--- src/rtl/otter_intr_ctrl.sv ---
// otter_intr_ctrl -- interrupt front end for the OTTER CPU, sitting directly
// upstream of the CSR block.
//
// Each external line is synchronised, then edge-detected. A rising edge sets
// a per-source pending bit. At an instruction boundary with the global enable
// set, the lowest-index pending source is picked. A one-cycle INT_TAKEN pulse
// then redirects the PC to the handler vector. Handler occupancy is tracked
// until MRET.
//
// Ports
//   CLK         system clock
//   RST         synchronous active-high reset
//   INTR        async external interrupt lines (rising edge = request)
//   CSR_MIE     global interrupt enable from the CSR block
//   CSR_MTVEC   handler vector from the CSR block
//   INSTR_DONE  current instruction retires this cycle
//   MRET        mret executing (1-cycle pulse)
//   INT_TAKEN   1-cycle pulse to CSR and control FSM
//   PC_SEL_INT  PC mux select for INT_VECTOR (same as INT_TAKEN)
//   INT_VECTOR  handler target address (pass-through of CSR_MTVEC)
//   INT_CAUSE   index of the source being / last serviced
//   INT_PENDING per-source pending bits
//   IN_HANDLER  high from the INT_TAKEN cycle until MRET is accepted
module otter_intr_ctrl #(
  parameter int unsigned NUM_SRC     = 4,
  parameter int unsigned SYNC_STAGES = 2
) (
  input  logic               CLK,
  input  logic               RST,
  input  logic [NUM_SRC-1:0] INTR,
  input  logic               CSR_MIE,
  input  logic [31:0]        CSR_MTVEC,
  input  logic               INSTR_DONE,
  input  logic               MRET,
  output logic               INT_TAKEN,
  output logic               PC_SEL_INT,
  output logic [31:0]        INT_VECTOR,
  output logic [3:0]         INT_CAUSE,
  output logic [NUM_SRC-1:0] INT_PENDING,
  output logic               IN_HANDLER
);

  typedef enum logic [1:0] {ST_RUN, ST_TAKE, ST_HANDLER} state_e;

  state_e                                state_q, state_d;
  logic [SYNC_STAGES-1:0][NUM_SRC-1:0]   sync_q, sync_d;
  logic [NUM_SRC-1:0]                    edge_q;
  logic [NUM_SRC-1:0]                    pend_q, pend_d;
  logic [3:0]                            cause_q, cause_d;
  logic [NUM_SRC-1:0]                    rise;
  logic [NUM_SRC-1:0]                    clr;
  logic [3:0]                            sel_idx;

  // Synchroniser shift: stage 0 samples the raw line.
  always_comb begin
    sync_d    = sync_q;
    sync_d[0] = INTR;
    for (int unsigned i = 1; i < SYNC_STAGES; i++) begin
      sync_d[i] = sync_q[i-1];
    end
  end

  assign rise = sync_q[SYNC_STAGES-1] & ~edge_q;

  // Fixed priority: the scan runs from high to low, so the lowest index wins.
  always_comb begin
    sel_idx = '0;
    for (int unsigned i = NUM_SRC; i > 0; i--) begin
      if (pend_q[i-1]) sel_idx = 4'(i - 1);
    end
  end

  // Clear the serviced bit during TAKE. The rise term is ORed in afterwards,
  // so a new edge on the same source in that cycle is kept.
  always_comb begin
    clr = '0;
    if (state_q == ST_TAKE) begin
      for (int unsigned i = 0; i < NUM_SRC; i++) begin
        clr[i] = (cause_q == 4'(i));
      end
    end
    pend_d = (pend_q & ~clr) | rise;
  end

  // Next-state logic; the cause is latched on the RUN->TAKE decision.
  always_comb begin
    state_d = state_q;
    cause_d = cause_q;
    unique case (state_q)
      ST_RUN: begin
        if (INSTR_DONE && CSR_MIE && (|pend_q)) begin
          state_d = ST_TAKE;
          cause_d = sel_idx;
        end
      end
      ST_TAKE:    state_d = ST_HANDLER;
      ST_HANDLER: if (MRET) state_d = ST_RUN;
      default:    state_d = ST_RUN;
    endcase
  end

  always_ff @(posedge CLK) begin
    if (RST) begin
      state_q <= ST_RUN;
      sync_q  <= '0;
      edge_q  <= '0;
      pend_q  <= '0;
      cause_q <= '0;
    end else begin
      state_q <= state_d;
      sync_q  <= sync_d;
      edge_q  <= sync_q[SYNC_STAGES-1];
      pend_q  <= pend_d;
      cause_q <= cause_d;
    end
  end

  // Outputs are a decode of the registered state.
  always_comb begin
    INT_TAKEN  = (state_q == ST_TAKE);
    PC_SEL_INT = (state_q == ST_TAKE);
    IN_HANDLER = (state_q != ST_RUN);
  end

  assign INT_VECTOR  = CSR_MTVEC;
  assign INT_CAUSE   = cause_q;
  assign INT_PENDING = pend_q;

endmodule

--- config.mk ---
export PLATFORM = sky130hd
export DESIGN_NAME = otter_intr_ctrl
export DESIGN_NICKNAME = d
export VERILOG_FILES = /design/src/rtl/otter_intr_ctrl.sv
export SDC_FILE = /design/constraint.sdc
export NUM_CORES = 1
export LEC_CHECK = 0
export CAP_MARGIN = 20
export CORE_ASPECT_RATIO = 0.9
export CORE_MARGIN = 4
export CORE_UTILIZATION = 31
export CTS_CLUSTER_SIZE = 8
export DETAILED_ROUTE_END_ITERATION = 16
export PLACE_DENSITY = 0.79
export SLEW_MARGIN = 20
export SYNTH_ARGS = -nofsm -noshare
export SYNTH_HDL_FRONTEND = slang
export SYNTH_SLANG_ARGS = --single-unit
--- constraint.sdc ---
create_clock -name CLK -period 1.6 [get_ports CLK]
set_input_delay 0.24 -clock CLK [delete_from_list [all_inputs] [get_ports CLK]]
set_output_delay 0.24 -clock CLK [all_outputs]
set_load 0.03 [all_outputs]
==> results of run 1 <==
==> path summary, 6_finish.rpt <==
path / to / depth (start not counted)
min: sync_q[7] / 1
max: IN_HANDLER / 2
min reg2reg: sync_q[7] / 1
max reg2reg: INT_CAUSE[0] / 3
==> state kept, by name (all words and copies together) (netlist names) <==
name and count:
sync_d 4, sync_q 4, INT_PENDING 4, edge_q 4
INT_CAUSE 2, state_q 2
==> cell families after synthesis <==
logic type / synth area share
buf+inv: 0.295
simple gates: 0.190
other cells: 0.00399
compound gates: 0.0851
flops: 0.426
==> Yosys cell counts <==
cell,n
nand3b_1,1
inv_1,2
or2_1,1
and4bb_2,1
or2_2,1
nand2_1,1
conb_1,1
nor3_1,1
o41ai_1,1
dfxtp_1,20
o21ai_0,2
a211o_1,1
or3b_1,1
o21a_1,1
nor2b_1,13
clkbuf_1,2
or4_4,1
a21oi_1,7
nand2b_1,4
buf_4,35
o21ai_1,2
nor2_1,3
==> layout by cell type, fill, tap and decap left out <==
cell type / instances
or2_2: 1
o41ai_1: 1
nand2_1: 1
clkdlybuf4s50_1: 8
or4_4: 1
or3b_1: 1
dfxtp_1: 20
inv_1: 2
buf_4: 3
and4bb_2: 1
nor2_1: 3
or2_1: 1
o21ai_0: 2
clkbuf_4: 3
nor3_1: 1
a211o_1: 1
nor2b_1: 13
o21a_1: 1
conb_1: 2
o21ai_1: 2
a21oi_1: 7
nand2b_1: 4
nand3b_1: 1
dlygate4sd2_1: 7
clkbuf_8: 1
==> power breakdown <==
part | switching, uW | leakage (uW) | internal [uW]
Combinational | 56.6 | 0.000191 | 52.0
Clock | 146 | 0.0000210 | 139
Sequential | 12.6 | 0.000164 | 518
Total | 216 | 0.000376 | 709
==> critical path, delay by kind of cell, from the launching register on <==
kind | cells | cell delay (ps)
buf+inv | 1 | 360
flops | 1 | 360
simple gates | 1 | 230
==> layer usage <==
metal  share of wire  up-vias  track usage
li1                -      263            -
met1            0.34      234       0.0872
met2            0.51       39        0.163
met3            0.14        6       0.0489
met4          0.0089        0       0.0290
met5               0        -            0
==> metrics by stage <==
stage | cells | setup WS (ps) | hold slack (ps) | utilization
6_report | 128 | 118 | 447 | 0.328
4_1_cts | 128 | 102 | 458 | 0.328
3_3_place_gp | 124 | 207 | 418 | 0.319
2_1_floorplan | 103 | 188 | 368 | -
5_1_grt | 128 | 58.9 | 467 | 0.328
3_5_place_dp | 124 | 165 | 428 | 0.319
==> final cells by class <==
class	count	area [um^2]
clock buffers	4	36.3
fillers	304	1890
inverters	2	7.51
multi-input cells	44	267
flip-flops and latches	20	400
well taps	40	50.0
repair buffers	18	164
==> flow_metrics.tcl, run 1 <==
set metrics [dict create \
    clk_latency_ps 290 \
    cts.clk_slew.worst_paths_ps 110 \
    yosysWarnings 0 \
    crit_type "reg -> out" \
    portBuffers 17 \
    p_leak_uw 0.000376 \
    worstHoldStart "sync_d[7]" \
    io_pins 84 \
    cp.arrival_ps 1240 \
    fin_crit_sh 0.926 \
    die_h_um 60.3 \
    cts_hold_buf 0 \
    cts-root-buf "clkbuf_4" \
    crit_start "state_q[1]" \
    grt_overflow_total 0 \
    hp-class "reg -> reg" \
    skew_ps 5.38 \
    coreArea_mm2 0.00282 \
    layout-drive-gt1-share 0.114 \
    fin_crit_ps 1480 \
    cts_setup_buffers 0 \
    startpoint_type "flop" \
    die-area_mm2 0.00398 \
    wl_per_cell_um 14.9 \
    ys_types 22 \
    finalInstanceArea_um2 925 \
    cts_buffer_depth 2 \
    syn_avg_cell_area_um2 9.22 \
    crit_path_end_kind "output pin" \
    report.final.slew_viol_count 0 \
    ys_ff_latch 20 \
    status "finished clean" \
    rows 18 \
    htree_levels 1 \
    cts_buffers 3 \
    final_nets 130 \
    cp_max_fo 6 \
    netlist_area_um2 941 \
    synthToLayoutAreaGrowth_pct -1.73 \
    yosysTopAreaCell "dfxtp_1" \
    synthesis.instances 102 \
    diodes 0 \
    dr.pass1.iters 4 \
    max_stage_delay_ps 360 \
    vias_per_cell 4.23 \
    hpwl_um 1510 \
    grt_max_degree 17 \
    cts_tree "yes" \
    global_route.usage.total 0.0897 \
    setup_viol_count_final 0 \
    synth_top_cell_area_share 0.426 \
    tns_ps 0 \
    total_power_uw 925 \
    worstPathCellList "or2_1 > dlygate4sd2_1" \
    fmax_mhz 675 \
    maxCapViolCount 0 \
    vias 542 \
    cts-resized-gates 7 \
    grt_pass1_vias 513 \
    dieWidth_um 66.1 \
    start_util 0.334 \
    antenna_found_initial 0 \
    vdd_drop_max_v 0.000524 \
    gp_congestion 0.800 \
    crit_required_ps 1360 \
    power_density_mw_per_mm2 1000 \
    seq_area_frac_synth 0.426 \
    routed_wl_um 1900 \
    crit_slowest_cell "dfxtp_1" \
    r2r_slack_ps 260 \
    r2r_start "INT_PENDING[2]" \
    grt_pass1_wl_um 2620 \
    placed_area_um2 897 \
    cts_sinks 20 \
    drtIter0Drc 8 \
    grt_setup_unrepaired "false" \
    drc 0 \
    finalHoldViolations 0 \
    synthTopCellsByArea "dfxtp_1, buf_4, nor2b_1" \
    ant_nets 0 \
]
No activity file was read; power rests on OpenSTA's default activity.
==> inputs of run 2 (changes only) <==
- clock period: 1.6 -> 1.66 ns (I/O delays scaled with it)
==> run 2 against run 1 <==
  * Cell count up 0.78%
  * Die area unchanged
  * Combinational power about the same
  * Clock power down 24%
  * Critical path depth up 1
  * Cell area up 2.0%
  * Clock-buffer cell count down 1
  * Register-to-register slack better by 40 ps
  * Wire length down 3.0%
  * Sequential power down 3.8%
  * Utilization up 0.67 points
==> flow_metrics.tcl, run 2 (synthesized netlist as in run 1, its figures left out) <==
set metrics [dict create \
    multi_input_area_um2 267 \
    wl_per_cell_um 14.3 \
    switching_share 0.237 \
    coreArea_mm2 0.00282 \
    hp-class "reg -> reg" \
    hpwl_um 1530 \
    total_power_uw 837 \
    max_stage_delay_ps 350 \
    fillers 296 \
    seqCellArea_um2 400 \
    antenna_found_initial 0 \
    layout_commonest_cell "dfxtp_1" \
    htree_levels 1 \
    clk_latency_ps 290 \
    cp_max_fo 5 \
    p_leak_uw 0.000436 \
    cts_sinks 20 \
    fmax_mhz 647 \
    grt_pass1_vias 551 \
    crit_path_end_kind "output pin" \
    portBuffers 17 \
    final_nets 132 \
    io_pins 84 \
    maxUsedRoutingLayer "met4" \
    synthToLayoutAreaGrowth_pct 0.266 \
    diodes 0 \
    maxCapViolCount 0 \
    power_density_mw_per_mm2 887 \
    pwr-share-clk 0.260 \
    p_sw_uw 198 \
    dr.pass1.iters 4 \
    p_comb_frac 0.129 \
    worstPathCellList "buf_4 > or2_1 > dlygate4sd2_1" \
    ant_nets 0 \
    met1Wirelength_um 567 \
    finalHoldViolations 0 \
    grt_setup_unrepaired "false" \
    crit_required_ps 1410 \
    finalInstanceArea_um2 943 \
    cts-root-buf "clkbuf_4" \
    grt_overflow_total 0 \
    skew_ps 2.19 \
    path_delay_family "buffers and inverters" \
    die-area_mm2 0.00398 \
    met3_length_um 280 \
    report.final.slew_viol_count 0 \
    global_route.usage.total 0.0854 \
    p_seq_frac 0.611 \
    vias_per_cell 4.36 \
    cts.clk_slew.worst_paths_ps 100 \
    status "finished clean" \
    crit_slowest_cell "dlygate4sd2_1" \
    drc 0 \
    gp_congestion 0.822 \
    die_h_um 60.3 \
    crit_start "state_q[0]" \
    tns_ps 0 \
    vdd_drop_max_v 0.000606 \
    fin_crit_sh 0.932 \
    r2r_slack_ps 300 \
    grt_pass1_wl_um 2530 \
    power.internal_uw 638 \
    r2r_cells 3 \
    cp.arrival_ps 1300 \
    crit_type "reg -> out" \
    layout-drive-gt1-share 0.101 \
    timing.rr.end "INT_CAUSE[0]" \
    fin_crit_ps 1550 \
    cp.depth 3 \
    routed_wl_um 1840 \
    cts_buffer_depth 2 \
    mostFrequentLayoutCells "dfxtp_1, nor2b_1, clkdlybuf4s50_1" \
    vias 563 \
    rows 18 \
    startpoint_type "flop" \
    wl_met2_um 978 \
    placed_area_um2 917 \
    cts_setup_buffers 0 \
    path_buf_inv 2 \
    grt_max_degree 11 \
    cts_tree "yes" \
    fin_util 0.335 \
    drtIter0Drc 11 \
    setup_viol_count_final 0 \
    crit_end "IN_HANDLER" \
    start_util 0.334 \
    r2r_start "INT_PENDING[2]" \
    dieWidth_um 66.1 \
    cts_buffers 3 \
]
-- run 2: cell types whose count changed in the layout (fill, tap and decap cells not counted), sizes merged --
cell / before / now
dlymetal6s2s: 0 / 4
clkbuf: 4 / 3
dlygate4sd2: 7 / 5
-- run 2: final cells by class --
cell class / instances / area share
Tap cell: 40 / 0.0531
Timing Repair Buffer: 20 / 0.208
Inverter: 2 / 0.00796
Sequential cell: 20 / 0.424
Clock buffer: 3 / 0.0239
Multi-Input combinational cell: 44 / 0.282
-- run 2: routing by layer --
metal  global-route usage  up-vias
met4               0.0377        0
met5                    0        -
li1                     -      265
met3               0.0470        6
met1               0.0637      245
met2                0.174       47
-- run 2: worst min-delay path by stage --
| stage | from | endpoint | slack [ps] | cells past startpoint |
|---|---|---|---|---|
| final | sync_d[6] | sync_q[6] | 440 | 1 |
| after global routing | sync_d[7] | sync_q[7] | 470 | 1 |
| after CTS | sync_d[6] | sync_q[6] | 450 | 1 |
| after detailed placement | sync_d[6] | sync_q[6] | 420 | 1 |
| after global placement | sync_d[7] | sync_q[7] | 420 | 1 |
| after floorplan | INTR[0] | sync_d[4] | 380 | 1 |
-- run 2: timing repair --
item                                    CTS  global route
endpoints found under the setup margin    5             4
resized for setup                         5             4
pin swaps                                 0             0
hold buffers                              0             0
-- run 2: worst reg2reg max path: stages (launching register included) --
cell and delay [ps]:
dfxtp_1 360, or4_4 540, a211o_1 300, o41ai_1 60
-- run 2: metrics by stage --
stage | hold WS [ps] | worst slack [ps] | cells
floorplan | 377 | 245 | 103
global placement | 418 | 183 | 126
detailed placement | 424 | 159 | 126
CTS | 448 | 0.876 | 129
global route | 465 | 43.8 | 129
finish | 444 | 113 | 129
-- run 2: power groups by stage --
stage | combinational, uW | sequential [uW] | clock [uW]
after global routing | 117 | 514 | 241
after detailed placement | 113 | 522 | 0
after CTS | 110 | 512 | 226
final | 108 | 511 | 217
after floorplan | 201 | 533 | 0
after global placement | 113 | 522 | 0
==> inputs of run 3 (changes only) <==
- HOLD_SLACK_MARGIN: not set -> 0.02
- RECOVER_POWER: not set -> 100
==> run 3 against run 2 <==
  * Power down 1.3%
  * Non-clock buffer count unchanged
  * Die area unchanged
  * Largest cell class unchanged
==> flow_metrics.tcl, run 3 (synthesized netlist as in run 1, its figures left out) <==
set metrics [dict create \
    status "finished clean" \
    clk_latency_ps 290 \
    crit_required_ps 1410 \
    start_util 0.334 \
    cts.clk_slew.worst_paths_ps 100 \
    rows 18 \
    vias_per_cell 4.33 \
    cts-root-buf "clkbuf_4" \
    setup_viol_count_final 0 \
    holdPathEnd "sync_q[6]" \
    crit_start "state_q[0]" \
    p_leak_uw 0.000353 \
    r2r_start "INT_PENDING[2]" \
    cts_hold_buf 0 \
    crit_path_end_kind "output pin" \
    tns_ps 0 \
    cts_tree "yes" \
    grt_util_met1 0.0637 \
    diodes 0 \
    r2r_cells 3 \
    gr-usage-met3 0.0470 \
    dieWidth_um 66.1 \
    finalInstanceArea_um2 897 \
    layout-drive-gt1-share 0.0562 \
    hpwl_um 1530 \
    global_route.usage.total 0.0854 \
    power_density_mw_per_mm2 920 \
    grt_pass1_vias 551 \
    use_met2 0.174 \
    layout_commonest_cell "dfxtp_1" \
    grt-busiest-layer "met2" \
    placed_cells 126 \
    maxCapViolCount 0 \
    synthToLayoutAreaGrowth_pct -4.65 \
    finalHoldViolations 0 \
    worstHoldStart "sync_d[6]" \
    gp_congestion 0.822 \
    die-area_mm2 0.00398 \
    dr.pass1.iters 4 \
    grt_setup_unrepaired "false" \
    fillers 308 \
    crit_type "reg -> out" \
    layoutNonFillerInstCount 129 \
    cp_max_fo 5 \
    placed_area_um2 917 \
    antenna_found_initial 0 \
    cts_sinks 20 \
    cp.arrival_ps 1300 \
    cts_buffers 3 \
    htree_levels 1 \
    mostFrequentLayoutCells "dfxtp_1, nor2b_1, a21oi_1, clkdlybuf4s50_1, clkbuf_1" \
    vias 559 \
    startpoint_type "flop" \
    vdd_drop_max_v 0.000604 \
    wl_per_cell_um 14.2 \
    cts_buffer_depth 2 \
    grt_max_degree 11 \
    drtIter0Drc 13 \
    drc 0 \
    timing.rr.end "INT_CAUSE[0]" \
    grt_pass1_wl_um 2530 \
    ant_nets 0 \
    routed_wl_um 1840 \
    portBuffers 17 \
    fmax_mhz 645 \
    die_h_um 60.3 \
    fin_crit_sh 0.934 \
    skew_ps 1.48 \
    hp-class "reg -> reg" \
    r2r_slack_ps 290 \
    cts_setup_buffers 0 \
    coreArea_mm2 0.00282 \
    io_pins 84 \
    hold_depth 1 \
    fin_crit_ps 1550 \
    grt_overflow_total 0 \
    report.final.slew_viol_count 0 \
    final_nets 132 \
]
## run 3: what timing repair did
item / CTS / global route
cloned: 0 / 0
gates resized for setup: 5 / 4
setup endpoints to repair: 5 / 4
## run 3: stage by stage
stage	power (uW)	util	worst slack (ps)	hold WS, ps
after floorplan	734	-	245	377
after global placement	634	0.326	183	418
after detailed placement	636	0.326	159	424
after CTS	847	0.332	0.876	448
after global routing	861	0.319	43.8	465
final	826	0.319	110	444
## run 3: how the worst max path moves through the flow
stage	end	slack, ps
finish	IN_HANDLER	110
global route	PC_SEL_INT	40
CTS	INT_PENDING[0]	0.9
detailed placement	INT_TAKEN	160
global placement	INT_TAKEN	180
floorplan	PC_SEL_INT	240
## run 3: final cells by class
cell class | instances | area [um^2] | share of cell area
timing repair buffer | 20 | 154 | 0.172
clock buffer | 3 | 22.5 | 0.0251
multi-input combinational | 44 | 263 | 0.293
sequential | 20 | 400 | 0.446
inverter | 2 | 7.51 | 0.00837
tap | 40 | 50.0 | 0.0558
## run 3: worst max-delay path: stages, from the launching register on
cell	delay, ps
dfxtp_1	320
buf_4	140
or2_1	200
dlygate4sd2_1	350
## run 3: report_power, final
group	total, uW	internal [uW]	switching, uW
Combinational	97.8	44.0	53.8
Clock	217	84.4	133
Sequential	511	499	11.2
Total	826	628	198
## run 3: layer usage
| metal | wire (um) | vias to the layer above | part of all wire |
|---|---|---|---|
| met5 | 0 | - | 0 |
| met4 | 29 | 0 | 0.016 |
| met3 | 278 | 9 | 0.15 |
| met2 | 954 | 46 | 0.52 |
| met1 | 573 | 239 | 0.31 |
| li1 | - | 265 | - |
